## config.mk

```make
export PLATFORM = sky130hd
export DESIGN_NAME = wb_regfile
export DESIGN_NICKNAME = d
export VERILOG_FILES = /design/src/rtl/wb_regfile.sv
export SDC_FILE = /design/constraint.sdc
export NUM_CORES = 1
export LEC_CHECK = 0
export BUFFER_PORTS_ARGS = -buffer_cell sky130_fd_sc_hd__buf_4
export CAP_MARGIN = 20
export CORE_MARGIN = 1
export CORE_UTILIZATION = 50
export CTS_BUF_LIST = sky130_fd_sc_hd__clkbuf_4 sky130_fd_sc_hd__clkbuf_8
export CTS_CLUSTER_SIZE = 20
export DETAILED_ROUTE_END_ITERATION = 12
export HOLD_SLACK_MARGIN = 0.03
export PLACE_DENSITY = 0.7
export SETUP_SLACK_MARGIN = 0.1
export SLEW_MARGIN = 0
export SYNTH_ARGS = -nofsm -noshare
export SYNTH_HDL_FRONTEND = slang
export SYNTH_SLANG_ARGS = --single-unit
```

## constraint.sdc

```tcl
create_clock -name clk -period 2.35 [get_ports clk]
set_input_delay 0.235 -clock clk [delete_from_list [all_inputs] [get_ports clk]]
set_output_delay 0.235 -clock clk [all_outputs]
set_load 0.01 [all_outputs]
```

## src/rtl/wb_regfile.sv

```systemverilog
// wb_regfile: writeback-stage register file.
// Commits the MEM/WB result (word, extended byte or high-byte insert) into a
// register array with R0 hardwired to zero. Two registered read ports bypass a
// same-edge commit, a one-cycle forwarding record feeds the EX forwarding unit,
// and an 8-bit counter tracks committed writes for debug.
module wb_regfile #(
  parameter int S = 15,
  parameter int N = 3
) (
  input  logic         clk,
  input  logic         rst,
  input  logic [S:0]   InWord,
  input  logic [7:0]   InByte,
  input  logic [3:0]   InCtrl,
  input  logic [N:0]   InDest,
  input  logic [N:0]   RdAddrA,
  input  logic [N:0]   RdAddrB,
  output logic [S:0]   RdDataA,
  output logic [S:0]   RdDataB,
  output logic         FwdValid,
  output logic [N:0]   FwdReg,
  output logic [S:0]   FwdData,
  output logic [7:0]   WrCount
);

  localparam int NREG = 2 ** (N + 1);

  logic [S:0] mem_r [NREG];
  logic [S:0] cur_s;
  logic [S:0] wv_s;
  logic [S:0] rd_a_s;
  logic [S:0] rd_b_s;
  logic       commit_s;

  // Commit qualifier: RegWrite set and destination is not the hardwired R0.
  always_comb begin
    commit_s = 1'b0;
    if (InCtrl[0] && (InDest != {(N+1){1'b0}})) begin
      commit_s = 1'b1;
    end else begin
      commit_s = 1'b0;
    end
  end

  assign cur_s = mem_r[InDest];

  // Write value selection: word, sign/zero-extended byte, or high-byte insert
  // merged with the currently stored low byte.
  always_comb begin
    wv_s = {(S+1){1'b0}};
    case ({InCtrl[1], InCtrl[3]})
      2'b00, 2'b01: begin
        wv_s = InWord;
      end
      2'b10: begin
        if (InCtrl[2]) begin
          wv_s = {{(S-7){InByte[7]}}, InByte};
        end else begin
          wv_s = {{(S-7){1'b0}}, InByte};
        end
      end
      2'b11: begin
        wv_s = cur_s;
        wv_s[15:8] = InByte;
      end
      default: begin
        wv_s = {(S+1){1'b0}};
      end
    endcase
  end

  // Read port A next value: zero for R0, bypass a same-edge commit, else array.
  always_comb begin
    rd_a_s = {(S+1){1'b0}};
    if (RdAddrA == {(N+1){1'b0}}) begin
      rd_a_s = {(S+1){1'b0}};
    end else if (commit_s && (RdAddrA == InDest)) begin
      rd_a_s = wv_s;
    end else begin
      rd_a_s = mem_r[RdAddrA];
    end
  end

  // Read port B next value: same rules as port A.
  always_comb begin
    rd_b_s = {(S+1){1'b0}};
    if (RdAddrB == {(N+1){1'b0}}) begin
      rd_b_s = {(S+1){1'b0}};
    end else if (commit_s && (RdAddrB == InDest)) begin
      rd_b_s = wv_s;
    end else begin
      rd_b_s = mem_r[RdAddrB];
    end
  end

  // Register array update; reset clears every entry and R0 is never written.
  always_ff @(posedge clk) begin
    if (!rst) begin
      for (int i = 0; i < NREG; i++) begin
        mem_r[i] <= {(S+1){1'b0}};
      end
    end else if (commit_s) begin
      mem_r[InDest] <= wv_s;
    end else begin
      mem_r[InDest] <= mem_r[InDest];
    end
  end

  // Registered read ports.
  always_ff @(posedge clk) begin
    if (!rst) begin
      RdDataA <= {(S+1){1'b0}};
      RdDataB <= {(S+1){1'b0}};
    end else begin
      RdDataA <= rd_a_s;
      RdDataB <= rd_b_s;
    end
  end

  // Forwarding record: valid pulses for one cycle, payload holds between commits.
  always_ff @(posedge clk) begin
    if (!rst) begin
      FwdValid <= 1'b0;
      FwdReg   <= {(N+1){1'b0}};
      FwdData  <= {(S+1){1'b0}};
    end else if (commit_s) begin
      FwdValid <= 1'b1;
      FwdReg   <= InDest;
      FwdData  <= wv_s;
    end else begin
      FwdValid <= 1'b0;
    end
  end

  // Committed-write counter, wraps naturally at 8 bits.
  always_ff @(posedge clk) begin
    if (!rst) begin
      WrCount <= 8'h00;
    end else if (commit_s) begin
      WrCount <= WrCount + 8'h01;
    end else begin
      WrCount <= WrCount;
    end
  end

endmodule
```

==> impl_metrics.prom <==
# TYPE chip_impl_metric gauge
chip_impl_info{name="run_status",value="completed"} 1
chip_impl_metric{name="vias",unit=""} 14084
chip_impl_metric{name="post_synth_inst_count",unit=""} 1401
chip_impl_info{name="cts_tree",value="built"} 1
chip_impl_metric{name="worst_setup_hold_path_clk_slew",unit="ps"} 60
chip_impl_metric{name="synth_fp_nets",unit=""} 1444
chip_impl_metric{name="chipWidth",unit="um"} 196
chip_impl_metric{name="antenna_found_initial",unit=""} 1
chip_impl_info{name="postSynth.topFlopCell",value="sky130_fd_sc_hd__edfxtp_1"} 1
chip_impl_metric{name="wire_length_of_the_first_global_routing_pass",unit="um"} 90100
chip_impl_metric{name="number_of_buffers_on_the_longest_clock_path",unit=""} 3
chip_impl_metric{name="yosys.cell_types.count",unit=""} 64
chip_impl_metric{name="route.detailed.vias_per_inst",unit=""} 6.64
chip_impl_info{name="synth.cells.most_frequent",value="sky130_fd_sc_hd__edfxtp_1, sky130_fd_sc_hd__nor2_1, sky130_fd_sc_hd__mux4_2"} 1
chip_impl_metric{name="via_count_of_the_first_global_routing_pass",unit=""} 14304
chip_impl_metric{name="synth_sequential_area_ratio",unit="%"} 49.2
chip_impl_metric{name="clock_latency",unit="ps"} 670
chip_impl_metric{name="floorplan.die_area",unit="um^2"} 38400
chip_impl_metric{name="placedCellCount",unit=""} 2008
chip_impl_metric{name="cts_max_level",unit=""} 2
chip_impl_metric{name="route.final.wire_length",unit="um"} 62200
chip_impl_metric{name="max_slew.worst_pin.slew",unit="ps"} 833
chip_impl_metric{name="post_layout_nonfiller_instances",unit=""} 2121
chip_impl_metric{name="drt-pass1-iter-count",unit=""} 5
chip_impl_metric{name="cts_sinks",unit=""} 335
chip_impl_metric{name="ios",unit=""} 103
chip_impl_metric{name="postSynthAreaPerCell",unit="um^2"} 13.4
chip_impl_metric{name="regArea",unit="um^2"} 9270
chip_impl_metric{name="antennaDiodeCount",unit=""} 0
chip_impl_info{name="cp_top_family",value="multiplexers"} 1
chip_impl_metric{name="detailed_place_hpwl",unit="um"} 42300
chip_impl_info{name="critPathLaunchType",value="flop"} 1
chip_impl_info{name="cp-end-kind",value="flop"} 1
chip_impl_metric{name="cts.repair.resized",unit=""} 0
chip_impl_metric{name="totalNegativeSetupSlack",unit="ps"} 0
chip_impl_metric{name="globalRouteMet1Util",unit="%"} 41.1
chip_impl_metric{name="timing.max_slew.rel_slack",unit="%"} 44.5
chip_impl_metric{name="cp.buffers_inverters",unit=""} 2
chip_impl_metric{name="globalRouteMet3Util",unit="%"} 8.94
chip_impl_metric{name="area.growth.synth_to_final",unit="%"} 20.3
chip_impl_metric{name="met2_usage",unit="%"} 52.1
chip_impl_metric{name="finClkSkew",unit="ps"} 30.9
chip_impl_metric{name="maximum_resistive_drop_on_vdd",unit="V"} 0.000426
chip_impl_info{name="kind_of_path_behind_the_tightest_hold_check",value="input port to flop"} 1
chip_impl_metric{name="pin_count_of_the_biggest_net_entering_global_routing",unit=""} 34
chip_impl_metric{name="num-fill-cells",unit=""} 2791
chip_impl_metric{name="placeableCoreArea",unit="um^2"} 36800
chip_impl_info{name="yosysMostFrequentCell",value="sky130_fd_sc_hd__edfxtp_1"} 1
chip_impl_info{name="globalRoute.busiestLayer",value="met2"} 1
chip_impl_metric{name="cp_max_fo",unit=""} 8
chip_impl_metric{name="worstPathArrival",unit="ps"} 2520
chip_impl_metric{name="timing_max_transition_violations_final",unit=""} 0
chip_impl_info{name="path_class",value="flop to flop"} 1
chip_impl_metric{name="drtIter0Drc",unit=""} 1709
chip_impl_metric{name="wire_per_inst",unit="um"} 29.3
chip_impl_info{name="critPathSlowestCell",value="sky130_fd_sc_hd__mux4_2"} 1
chip_impl_metric{name="gp_congestion",unit=""} 0.990
chip_impl_metric{name="setup_viol",unit=""} 0
chip_impl_metric{name="drt.antenna.violating_nets",unit=""} 0
chip_impl_metric{name="power_density",unit="nW/um^2"} 686
chip_impl_metric{name="clock.fmax",unit="GHz"} 0.469
chip_impl_metric{name="max_cap_violations",unit=""} 0
chip_impl_info{name="grt_setup_unrepaired",value="no"} 1
chip_impl_metric{name="num-nets-final",unit=""} 1651
chip_impl_metric{name="timing.critical_path.required",unit="ps"} 2730
chip_impl_metric{name="ys_ff_latch",unit=""} 335
chip_impl_metric{name="globalRouteTotalUtil",unit="%"} 32.8
chip_impl_metric{name="post-route-period-util",unit="%"} 90.8
chip_impl_info{name="largest_cells_by_area_after_synthesis",value="sky130_fd_sc_hd__edfxtp_1, sky130_fd_sc_hd__mux4_2, sky130_fd_sc_hd__dfxtp_1, sky130_fd_sc_hd__mux2i_1, sky130_fd_sc_hd__nor2_1"} 1
chip_impl_metric{name="leakage",unit="uW"} 0.00860
chip_impl_metric{name="initial_core_util",unit="%"} 51.2
chip_impl_metric{name="io_buffer_count",unit=""} 102
chip_impl_metric{name="yosysWarnings",unit=""} 0
chip_impl_metric{name="numCtsBuffers",unit=""} 54
chip_impl_metric{name="dieHeight",unit="um"} 196
chip_impl_metric{name="drive_gt1_share",unit="%"} 40.2
chip_impl_info{name="clk_root_buffer_cell",value="sky130_fd_sc_hd__clkbuf_8"} 1
chip_impl_metric{name="area_used_by_multi_input_combinational_logic",unit="um^2"} 8790
chip_impl_metric{name="cts_setup_buffers",unit=""} 0
chip_impl_metric{name="maximum_single_stage_delay_on_the_critical_path",unit="ps"} 500
chip_impl_info{name="critPathMostFrequentCell",value="sky130_fd_sc_hd__buf_4"} 1
chip_impl_metric{name="floorplan.rows",unit=""} 70
chip_impl_metric{name="async_reset_ff_share",unit="%"} 0
chip_impl_metric{name="portion_of_synthesized_cell_area_occupied_by_the_leading_cell_type",unit="%"} 40.8
chip_impl_metric{name="drcViolationCount",unit=""} 0
chip_impl_info{name="worstPathCellList",value="mux4_2, mux2i_1, buf_4, nand2_1, a32oi_2, buf_4, nor2_1"} 1
chip_impl_metric{name="grt-ovfl-total",unit=""} 0
chip_impl_metric{name="hold_violations",unit=""} 0
chip_impl_info{name="post-synth-top-area-cell",value="sky130_fd_sc_hd__edfxtp_1"} 1
chip_impl_metric{name="synthesis.area",unit="um^2"} 18800
chip_impl_metric{name="synth_enable_flop_cells",unit=""} 256
chip_impl_metric{name="fin_crit",unit="ps"} 2130
final timing paths:
kind,startpoint,to,slack [ps],depth (start not counted)
hold / removal,InByte[2],flop,40,3
setup reg to reg,mem_r[14][1]$_SDFFCE_PN0P_,mem_r[10][1]$_SDFFCE_PN0P_,220,7
hold reg to reg,FwdReg[2]$_SDFFE_PN0P_,FwdReg[2]$_SDFFE_PN0P_,470,2
setup / recovery,mem_r[14][1]$_SDFFCE_PN0P_,mem_r[10][1]$_SDFFCE_PN0P_,220,7
power by group:
part / internal [uW] / leakage (uW) / switching, uW
combinational: 1250 / 0.00463 / 1480
clock: 3420 / 0.000670 / 2500
sequential: 6690 / 0.00330 / 198
final cells by class:
class | count | share of cell area (%)
Sequential cell | 335 | 40.9
Clock buffer | 79 | 4.44
Clock inverter | 22 | 1.18
Inverter | 5 | 0.0829
Timing Repair Buffer | 284 | 11.9
Tap cell | 468 | 2.59
Multi-Input combinational cell | 928 | 38.8
worst min-delay path: stages:
cell and delay [ps]:
sky130_fd_sc_hd__buf_4 90, sky130_fd_sc_hd__a22oi_1 100, sky130_fd_sc_hd__o211ai_1 190
placed cells by master, fill, tap and decap left out, types with 9 or more instances in the layout:
master                            n
sky130_fd_sc_hd__mux2i_1         96
sky130_fd_sc_hd__nand2_2          9
sky130_fd_sc_hd__xnor2_1         13
sky130_fd_sc_hd__buf_4          228
sky130_fd_sc_hd__clkbuf_4        13
sky130_fd_sc_hd__o221ai_2         9
sky130_fd_sc_hd__nor2_2          40
sky130_fd_sc_hd__nor2b_1         37
sky130_fd_sc_hd__nand2_1         53
sky130_fd_sc_hd__a22o_1          35
sky130_fd_sc_hd__dlygate4sd3_1   12
sky130_fd_sc_hd__a211oi_1        64
sky130_fd_sc_hd__mux2_2          46
sky130_fd_sc_hd__and2_1          11
sky130_fd_sc_hd__buf_12          43
sky130_fd_sc_hd__a21oi_1         17
sky130_fd_sc_hd__mux4_2         155
sky130_fd_sc_hd__clkinv_2        13
sky130_fd_sc_hd__clkbuf_8        66
sky130_fd_sc_hd__dfxtp_1         79
sky130_fd_sc_hd__edfxtp_1       256
sky130_fd_sc_hd__nor2_1         227
metal layers:
layer  part of all wire [%]  up-vias
met1                     36     6941
met2                     46     1061
li1                       -     5848
met3                     13      234
met4                    5.6        0
met5                      0        -
per-stage QoR:
stage | utilization, % | total power, uW | hold slack, ps | cell area (um^2) | setup WS, ps
3_3_place_gp | 57.8 | 9610 | 454 | 21200 | -91.1
5_1_grt | 61.5 | 15900 | 45.8 | 22600 | 182
6_report | 61.5 | 15500 | 42.0 | 22600 | 216
3_5_place_dp | 57.8 | 9660 | 454 | 21200 | -142
2_1_floorplan | - | 8530 | 387 | 18800 | 103
4_1_cts | 61.5 | 15500 | 30.3 | 22600 | 217
logic make-up (layout without fill, tap and decap cells):
| kind of cell | after synthesis | in the layout | synth area share [%] |
|---|---|---|---|
| AO/OA/AOI/OAI | 192 | 192 | 8.79 |
| XOR/XNOR | 14 | 14 | 0.651 |
| adder cells (fa/ha/maj) | 1 | 1 | 0.0665 |
| buffers and inverters | 138 | 390 | 4.21 |
| flip-flops | 335 | 335 | 49.2 |
| multiplexers | 299 | 299 | 26.7 |
| AND/OR/NAND/NOR | 422 | 422 | 10.4 |
what timing repair did:
| action | in CTS | in global routing |
|---|---|---|
| hold buffers | 12 | 0 |
| endpoints found under the setup margin | 0 | 0 |
| endpoints found under the hold margin | 21 | 0 |
Note: power is estimated with default switching activity, not from simulation.
